<file path="src/rtl/unified_mem_arbiter_if.sv">
// Bus bundle between the core ports, the arbiter and the single-port memory.
// slave = arbiter side, master = core + memory side.
interface unified_mem_arbiter_if #(
  parameter int MEM_WORDS = 65536
) ();
  localparam int AW = $clog2(MEM_WORDS);

  logic          I_req;
  logic [31:0]   I_addr;
  logic          I_gnt;
  logic          I_rvalid;
  logic [31:0]   I_rdata;

  logic          D_req;
  logic          D_we;
  logic [3:0]    D_be;
  logic [31:0]   D_addr;
  logic [31:0]   D_wdata;
  logic          D_gnt;
  logic          D_rvalid;
  logic [31:0]   D_rdata;

  logic          Addr_err;

  logic          M_en;
  logic          M_we;
  logic [3:0]    M_be;
  logic [AW-1:0] M_addr;
  logic [31:0]   M_wdata;
  logic [31:0]   M_rdata;

  modport slave (
    input  I_req, I_addr, D_req, D_we, D_be, D_addr, D_wdata, M_rdata,
    output I_gnt, I_rvalid, I_rdata, D_gnt, D_rvalid, D_rdata, Addr_err,
           M_en, M_we, M_be, M_addr, M_wdata
  );

  modport master (
    output I_req, I_addr, D_req, D_we, D_be, D_addr, D_wdata, M_rdata,
    input  I_gnt, I_rvalid, I_rdata, D_gnt, D_rvalid, D_rdata, Addr_err,
           M_en, M_we, M_be, M_addr, M_wdata
  );
endinterface

</file>
<file path="src/rtl/unified_mem_arbiter.sv">
// Fetch/data arbiter in front of one single-port synchronous RAM.
// Data-first priority; fetch wins after MAX_D_STREAK back-to-back data grants.
// Responses return one cycle after grant, steered by a registered response FSM.
module unified_mem_arbiter #(
  parameter int MEM_WORDS    = 65536,
  parameter int MAX_D_STREAK = 4
) (
  input  logic                 Clk,
  input  logic                 Reset_n,
  unified_mem_arbiter_if.slave bus
);
  localparam int AW = $clog2(MEM_WORDS);
  localparam int SW = $clog2(MAX_D_STREAK + 1);
  localparam logic [SW-1:0] STREAK_MAX = SW'(MAX_D_STREAK);

  typedef enum logic [2:0] {
    RESP_NONE, RESP_I, RESP_D, RESP_ERR_I, RESP_ERR_D
  } resp_e;

  resp_e         state, state_nxt;
  logic [SW-1:0] streak, streak_nxt;
  logic          d_we_q, d_we_nxt;
  logic          i_win, d_win;
  logic          i_oor, d_oor;

  // Word index beyond the RAM: accepted but never reaches the memory.
  assign i_oor = bus.I_addr[31:2] >= 30'(MEM_WORDS);
  assign d_oor = bus.D_addr[31:2] >= 30'(MEM_WORDS);

  // Byte offset bits do not select anything in a word-wide RAM.
  logic unused_offs;
  assign unused_offs = ^{bus.I_addr[1:0], bus.D_addr[1:0]};

  // Grant: data first, fetch forced through once the data streak saturates.
  always_comb begin
    i_win = 1'b0;
    d_win = 1'b0;
    if (Reset_n) begin
      if (bus.D_req && !(bus.I_req && streak == STREAK_MAX)) d_win = 1'b1;
      else if (bus.I_req)                                    i_win = 1'b1;
    end
  end

  assign bus.I_gnt = i_win;
  assign bus.D_gnt = d_win;

  // Memory port carries the winner's request in the same cycle.
  always_comb begin
    bus.M_en    = 1'b0;
    bus.M_we    = 1'b0;
    bus.M_be    = 4'h0;
    bus.M_addr  = '0;
    bus.M_wdata = '0;
    if (i_win) begin
      bus.M_en   = !i_oor;
      bus.M_be   = 4'hF;
      bus.M_addr = bus.I_addr[2 +: AW];
    end else if (d_win) begin
      bus.M_en    = !d_oor;
      bus.M_we    = bus.D_we && !d_oor;
      bus.M_be    = bus.D_we ? bus.D_be : 4'hF;
      bus.M_addr  = bus.D_addr[2 +: AW];
      bus.M_wdata = bus.D_wdata;
    end
  end

  // Response state, data-write flag and streak counter registers.
  always_ff @(posedge Clk) begin
    if (!Reset_n) begin
      state  <= RESP_NONE;
      streak <= '0;
      d_we_q <= 1'b0;
    end else begin
      state  <= state_nxt;
      streak <= streak_nxt;
      d_we_q <= d_we_nxt;
    end
  end

  // Next response from this cycle's grant; outputs decoded from the current response.
  always_comb begin
    state_nxt    = RESP_NONE;
    d_we_nxt     = d_we_q;
    streak_nxt   = streak;
    bus.I_rvalid = 1'b0;
    bus.I_rdata  = '0;
    bus.D_rvalid = 1'b0;
    bus.D_rdata  = '0;
    bus.Addr_err = 1'b0;

    if (i_win) begin
      state_nxt = i_oor ? RESP_ERR_I : RESP_I;
    end else if (d_win) begin
      state_nxt = d_oor ? RESP_ERR_D : RESP_D;
      d_we_nxt  = bus.D_we;
    end

    // Streak only counts data wins that actually kept a fetch waiting.
    if (!bus.I_req || i_win)                 streak_nxt = '0;
    else if (d_win && streak != STREAK_MAX)  streak_nxt = streak + SW'(1);

    // A response in flight when reset is asserted is dropped.
    if (Reset_n) begin
      case (state)
        RESP_I: begin
          bus.I_rvalid = 1'b1;
          bus.I_rdata  = bus.M_rdata;
        end
        RESP_D: begin
          bus.D_rvalid = 1'b1;
          bus.D_rdata  = d_we_q ? 32'h0 : bus.M_rdata;
        end
        RESP_ERR_I: begin
          bus.I_rvalid = 1'b1;
          bus.Addr_err = 1'b1;
        end
        RESP_ERR_D: begin
          bus.D_rvalid = 1'b1;
          bus.Addr_err = 1'b1;
        end
        default: ;
      endcase
    end
  end
endmodule

</file>
<file path="src/flat_wrapper.sv">
// flat-port wrapper written by rule: the top's interface ports become plain ports
module unified_mem_arbiter_flat 
#(
  parameter int MEM_WORDS    = 65536,
  parameter int MAX_D_STREAK = 4
)
  (Clk, Reset_n, bus_I_req, bus_I_addr, bus_D_req, bus_D_we, bus_D_be, bus_D_addr, bus_D_wdata, bus_M_rdata, bus_I_gnt, bus_I_rvalid, bus_I_rdata, bus_D_gnt, bus_D_rvalid, bus_D_rdata, bus_Addr_err, bus_M_en, bus_M_we, bus_M_be, bus_M_addr, bus_M_wdata);
  unified_mem_arbiter_if #(.MEM_WORDS(MEM_WORDS)) bus_i ();
  input  logic Clk;
  input  logic Reset_n;
  input wire logic [$bits(bus_i.I_req)-1:0] bus_I_req;
  input wire logic [$bits(bus_i.I_addr)-1:0] bus_I_addr;
  input wire logic [$bits(bus_i.D_req)-1:0] bus_D_req;
  input wire logic [$bits(bus_i.D_we)-1:0] bus_D_we;
  input wire logic [$bits(bus_i.D_be)-1:0] bus_D_be;
  input wire logic [$bits(bus_i.D_addr)-1:0] bus_D_addr;
  input wire logic [$bits(bus_i.D_wdata)-1:0] bus_D_wdata;
  input wire logic [$bits(bus_i.M_rdata)-1:0] bus_M_rdata;
  output wire logic [$bits(bus_i.I_gnt)-1:0] bus_I_gnt;
  output wire logic [$bits(bus_i.I_rvalid)-1:0] bus_I_rvalid;
  output wire logic [$bits(bus_i.I_rdata)-1:0] bus_I_rdata;
  output wire logic [$bits(bus_i.D_gnt)-1:0] bus_D_gnt;
  output wire logic [$bits(bus_i.D_rvalid)-1:0] bus_D_rvalid;
  output wire logic [$bits(bus_i.D_rdata)-1:0] bus_D_rdata;
  output wire logic [$bits(bus_i.Addr_err)-1:0] bus_Addr_err;
  output wire logic [$bits(bus_i.M_en)-1:0] bus_M_en;
  output wire logic [$bits(bus_i.M_we)-1:0] bus_M_we;
  output wire logic [$bits(bus_i.M_be)-1:0] bus_M_be;
  output wire logic [$bits(bus_i.M_addr)-1:0] bus_M_addr;
  output wire logic [$bits(bus_i.M_wdata)-1:0] bus_M_wdata;
  assign bus_i.I_req = bus_I_req;
  assign bus_i.I_addr = bus_I_addr;
  assign bus_i.D_req = bus_D_req;
  assign bus_i.D_we = bus_D_we;
  assign bus_i.D_be = bus_D_be;
  assign bus_i.D_addr = bus_D_addr;
  assign bus_i.D_wdata = bus_D_wdata;
  assign bus_i.M_rdata = bus_M_rdata;
  assign bus_I_gnt = bus_i.I_gnt;
  assign bus_I_rvalid = bus_i.I_rvalid;
  assign bus_I_rdata = bus_i.I_rdata;
  assign bus_D_gnt = bus_i.D_gnt;
  assign bus_D_rvalid = bus_i.D_rvalid;
  assign bus_D_rdata = bus_i.D_rdata;
  assign bus_Addr_err = bus_i.Addr_err;
  assign bus_M_en = bus_i.M_en;
  assign bus_M_we = bus_i.M_we;
  assign bus_M_be = bus_i.M_be;
  assign bus_M_addr = bus_i.M_addr;
  assign bus_M_wdata = bus_i.M_wdata;
  unified_mem_arbiter #(.MEM_WORDS(MEM_WORDS), .MAX_D_STREAK(MAX_D_STREAK)) u_core (.Clk(Clk), .Reset_n(Reset_n), .bus(bus_i));
endmodule
</file>
<file path="config.mk">
export PLATFORM = sky130hd
export DESIGN_NAME = unified_mem_arbiter_flat
export DESIGN_NICKNAME = d
export VERILOG_FILES = /design/src/rtl/unified_mem_arbiter_if.sv /design/src/rtl/unified_mem_arbiter.sv /design/src/flat_wrapper.sv
export SDC_FILE = /design/constraint.sdc
export NUM_CORES = 1
export LEC_CHECK = 0
export CAP_MARGIN = 25
export CORE_AREA = 4 4 98 100
export DETAILED_ROUTE_END_ITERATION = 8
export DIE_AREA = 0 0 102 104
export DONT_BUFFER_PORTS = 1
export PLACE_DENSITY = 0.39
export SYNTH_ARGS = -nofsm -noshare
export SYNTH_HDL_FRONTEND = slang
export SYNTH_SLANG_ARGS = --single-unit
</file>
<file path="constraint.sdc">
create_clock -name Clk -period 4.1 [get_ports Clk]
set_input_delay 0.41 -clock Clk [delete_from_list [all_inputs] [get_ports Clk]]
set_output_delay 0.41 -clock Clk [all_outputs]
set_load 0.01 [all_outputs]
</file>
Word-level counts from Yosys, hierarchy flattened
Index checks and enable logic that the tools add are counted.
{ "totals": {"regBits": 7, "latchBits": 0, "mem_bits_rw": 0, "rom_bits": 0, "inputBits": 137, "output_inout_bits": 123, "wordCells": 59, "mem_count": 0} }
{ "op_classes": {"add_sub_neg": 1, "n_mul": 0, "div": 0, "magnitude_cmp": 2, "eq_ne": 6, "shift": 0, "mux": 31, "bitwise_logic": 2, "reduce_logical": 14} }
{ "ops": {"columns": ["operator", "n"], "rows": [
  ["2-to-1 mux 32 bit", 7],
  [">= comparator 30 x 17 -> 1 bit (second input constant)", 2],
  ["2-to-1 mux 16 bit", 2],
  ["2-to-1 mux 1 bit", 15],
  ["2-to-1 mux 4 bit", 3],
  ["2-to-1 mux 3 bit", 3],
  ["OR reduction 2 bit", 4],
  ["equality test 3 x 2 -> 1 bit (second input constant)", 2],
  ["equality test 3 bit (second input constant)", 2],
  ["logical AND 1 bit", 4],
  ["zero test 1 bit", 4],
  ["adder 3 x 1 -> 3 bit (second input constant)", 1],
  ["equality test 3 x 1 -> 1 bit (second input constant)", 1],
  ["inequality test 3 bit (second input constant)", 1],
  ["2-to-1 mux 2 bit", 1],
  ["NOT 1 bit", 2],
  ["AND reduction 2 bit", 1],
  ["logical OR 1 bit", 1]
]} }

Logic depth before layout (Yosys ltp)
{ "logic_depth": {"ltp_word": 8, "mapped_depth": 7, "mapped_depth_nobuf": 6} }

Worst setup path before layout
No wires, ideal clock.
{ "synth_timing": {"path_kind": "flip-flop to output port", "from": "register u_core.streak[0]", "to": "output bus_M_addr[10]", "arrival_time_ns": 1.358, "required_time_ns": 3.690, "path_slack_ns": 2.332, "path_stages_with_launch": 8, "n_path_buf": 1, "path_cell_list": "dfxtp_1 inv_1 ha_1 nand3_1 a21o_1 inv_4 buf_6 a22o_1"} }
{ "synth_between": {"word_cells_on_any_way": 10, "classes_between": "1 x eq/ne; 6 x mux; 3 x reduce/logical"} }
{ "synth_lines": {"columns": ["element", "line", "source"], "rows": [
  ["start: declaration", "unified_mem_arbiter.sv:21", "logic [SW-1:0] streak, streak_nxt;"],
  ["start signal: assignment", "unified_mem_arbiter.sv:75", "streak <= streak_nxt;"],
  ["equality test 3 bit", "unified_mem_arbiter.sv:39", "if (bus.D_req && !(bus.I_req && streak == STREAK_MAX)) d_win = 1'b1;"],
  ["logical AND 1 bit", "unified_mem_arbiter.sv:39", null],
  ["zero test 1 bit", "unified_mem_arbiter.sv:39", null],
  ["logical AND 1 bit", "unified_mem_arbiter.sv:39", null],
  ["2-to-1 mux 1 bit", "unified_mem_arbiter.sv:39", null],
  ["2-to-1 mux 1 bit", "unified_mem_arbiter.sv:38", "if (Reset_n) begin"],
  ["named net bus_I_gnt", "flat_wrapper.sv:19", "output wire logic [$bits(bus_i.I_gnt)-1:0] bus_I_gnt;"],
  ["2-to-1 mux 16 bit", "unified_mem_arbiter.sv:54", "if (i_win) begin"],
  ["end: declaration", "flat_wrapper.sv:29", "output wire logic [$bits(bus_i.M_addr)-1:0] bus_M_addr;"]
]} }
The timed path passes the listed nets, and every way through them passes these cells.

Worst setup path in the final report
{ "layout_timing": {"from": "register u_core.streak[0]", "to": "output bus_M_addr[8]"} }
{ "layout_between": {"elab_chain_cells": 8, "word_cells_on_any_way": 10, "classes_between": "1 x eq/ne; 6 x mux; 3 x reduce/logical"} }
{ "layout_lines": {"columns": ["element", "line", "source"], "rows": [
  ["equality test 3 bit", "unified_mem_arbiter.sv:39", null],
  ["logical AND 1 bit", "unified_mem_arbiter.sv:39", null],
  ["zero test 1 bit", "unified_mem_arbiter.sv:39", null],
  ["logical AND 1 bit", "unified_mem_arbiter.sv:39", null],
  ["2-to-1 mux 1 bit", "unified_mem_arbiter.sv:39", null],
  ["2-to-1 mux 1 bit", "unified_mem_arbiter.sv:38", null],
  ["named net bus_D_gnt", "flat_wrapper.sv:22", "output wire logic [$bits(bus_i.D_gnt)-1:0] bus_D_gnt;"],
  ["2-to-1 mux 16 bit", "unified_mem_arbiter.sv:58", "end else if (d_win) begin"],
  ["2-to-1 mux 16 bit", "unified_mem_arbiter.sv:54", null]
]} }
The timed path passes the listed nets, and every way through them passes these cells.

==> flow_metrics.py <==
metrics = {
    "run_status": {
        "outcome": "finished clean",
    },
    "grt": {
        "grt_pass1_wl_um": 7560,
        "grt_use_met1": 0.0839,
        "grt_util_met2": 0.179,
        "grt_pass1_vias": 1327,
        "grt_antenna_before_repair": 4,
        "grt_max_degree": 52,
        "grt_use_met3": 0.0315,
        "grt_most_used_layer": "met2",
        "grtUsageTotal": 0.0888,
        "grt_overflow": 0,
    },
    "clocking": {
        "postCtsSetupRepairBufs": 0,
        "clk_pin_slew_ps": 40,
        "clk_latency_ps": 220,
        "cts_max_level": 1,
        "cts-resized-gates": 0,
        "cts_tree": "yes",
        "cts_num_sinks": 7,
        "cts_buffers": 3,
        "cts_root_buffer": "clkbuf_8",
        "cts_hold_buf": 0,
        "max-clock-path-buffers": 2,
    },
    "place": {
        "dp_slack_ps": 1810,
        "io_buffers": 0,
        "dp_hpwl_um": 5100,
        "placed_area_um2": 1410,
        "place_congestion": 0.731,
    },
    "logic_synthesis": {
        "synthTopCellsByArea": "and2_1 31%, and2_2 18%, a22o_1 10%",
        "netlist_top_cells_count": "66 x and2_1, 32 x and2_2, 16 x a22o_1, 7 x dfxtp_1, 7 x nor2_1",
        "yosysTopAreaCellShare": 0.309,
        "synth-seq-cells": 7,
        "synth_top_area_cell": "and2_1",
        "yosysUniqueCellTypes": 36,
        "syn_inst": 183,
        "ys_seq_area_frac": 0.105,
        "synth-edff-count": 0,
        "async_reset_ff_frac": 0,
        "synth-warning-count": 0,
        "synthesis.area_um2": 1340,
        "syn_avg_cell_area_um2": 7.31,
        "synthFlopType": "dfxtp_1",
        "yosysMostFrequentCell": "and2_1",
        "synth_nets": 322,
    },
    "power_and_ir_drop": {
        "power_uw": 245,
        "p_per_area_nw_per_um2": 167,
        "leakage_uw": 0.000577,
        "ir_drop_uv": 96.3,
    },
    "timing": {
        "rsz0062_at_grt": "false",
        "finalMaxSlewViolations": 0,
        "whs_ps": 309,
        "skew_ps": 3.93,
        "fmax_mhz": 402,
        "finalCritPeriodShare": 0.607,
        "final_hold_viol_count": 0,
        "fin_crit_ps": 2490,
        "setup_tns_ps": 0,
        "tightest_slew_ps": 1020,
        "max_slew_margin": 0.320,
        "setup_viol": 0,
        "layout_setup_ws_ps": 1610,
    },
    "finish": {
        "fill_cells": 978,
        "layout-drive-gt1-share": 0.246,
        "nNetsFinal": 315,
        "finalInstanceArea_um2": 1460,
        "syn2layout_area_growth_pct": 9.45,
    },
    "worst_hold_path": {
        "hold_start": "Reset_n",
        "hp-class": "in -> reg",
    },
    "floorplanning": {
        "die_w_um": 102,
        "fp.dieH_um": 104,
        "row_count": 34,
        "die-area_um2": 10600,
        "initial_utilization": 0.154,
        "ios": 260,
        "core_area_um2": 8680,
    },
    "worst_setup_path": {
        "setup.worst_path.start_class": "flip-flop",
        "crit_type": "reg -> out",
        "critPathLaunch": "u_core.streak[0]",
        "r2r-start": "u_core.streak[0]",
        "worstPathMaxFanout": 51,
        "arrival_ps": 2080,
        "required_ps": 3690,
        "crit_path_end_kind": "output pin",
    },
    "job": {
        "maxCapViolations": 0,
    },
    "drt": {
        "vias": 1344,
        "drt-vias-per-instance": 4.68,
        "drc": 0,
        "wl_per_cell_um": 19.4,
        "drt_wl_total_um": 5560,
        "drtPass1Iterations": 4,
        "drtIter0Drc": 29,
        "route.antenna.remaining_nets": 0,
    },
}
[cells by family (layout without fill, tap and decap cells)]
logic type / after synthesis / after routing / synth area share
xor+xnor: 1 / 1 / 0.00655
flops: 7 / 7 / 0.105
fa+ha+maj: 2 / 2 / 0.0187
buf+inv: 18 / 10 / 0.0664
simple gates: 128 / 128 / 0.642
compound gates: 27 / 27 / 0.162
other cells: 0 / 4 / 0
[registers in the layout (all words and copies together), names as in the netlist]
signal and count:
u_core.d_we_q 1, u_core.state 3, u_core.streak 3
[report_power, final]
part           total, uW  internal, uW  switching, uW
Clock               93.7          67.0           26.7
Sequential          73.3          70.9           2.47
Combinational       77.4          27.7           49.8
[routing by layer]
layer	part of all wire	vias up
met4	0.0036	0
li1	-	603
met3	0.15	2
met5	0	-
met1	0.31	585
met2	0.54	154
[metrics by stage]
step                      instances  utilization
after detailed placement        279        0.162
after global placement          279        0.162
final                           287        0.169
after global routing            287        0.169
after floorplan                 183            -
after CTS                       283        0.168
[final timing paths]
check | to | slack [ps] | depth (start not counted)
max | bus_M_addr[8] | 1610 | 6
min | u_core.d_we_q | 310 | 1
min reg2reg | u_core.streak[0] | 450 | 1
max reg2reg | u_core.streak[2] | 2260 | 6
[worst max-delay path: stages (launching register included)]
cell     delay (ps)
dfxtp_1         340
inv_1            50
ha_1            220
nand3_1         160
nand3_2         170
inv_2           550
a22o_1          340
[placed cells by master, fill, tap and decap left out, types with 2 or more instances in the layout]
cell / netlist / layout
a22o_1: 16 / 16
nor2_1: 7 / 7
o21ai_0: 4 / 4
clkbuf_8: 0 / 3
diode_2: 0 / 4
nand4_1: 2 / 2
inv_1: 4 / 4
and2_1: 66 / 66
nor4_1: 6 / 6
nand3b_1: 2 / 2
ha_1: 2 / 2
a21boi_0: 2 / 2
dfxtp_1: 7 / 7
and2_2: 32 / 32
nand2_1: 2 / 2
[cell type report]
class / count / area (um2) / share of cell area
Sequential cell: 7 / 140 / 0.0957
Tap cell: 108 / 135 / 0.0923
Clock buffer: 4 / 45.0 / 0.0308
Inverter: 6 / 25.0 / 0.0171
Multi-Input combinational cell: 158 / 1110 / 0.757
Antenna cell: 4 / 10.0 / 0.00684
Note: power is estimated with default switching activity, not from simulation.
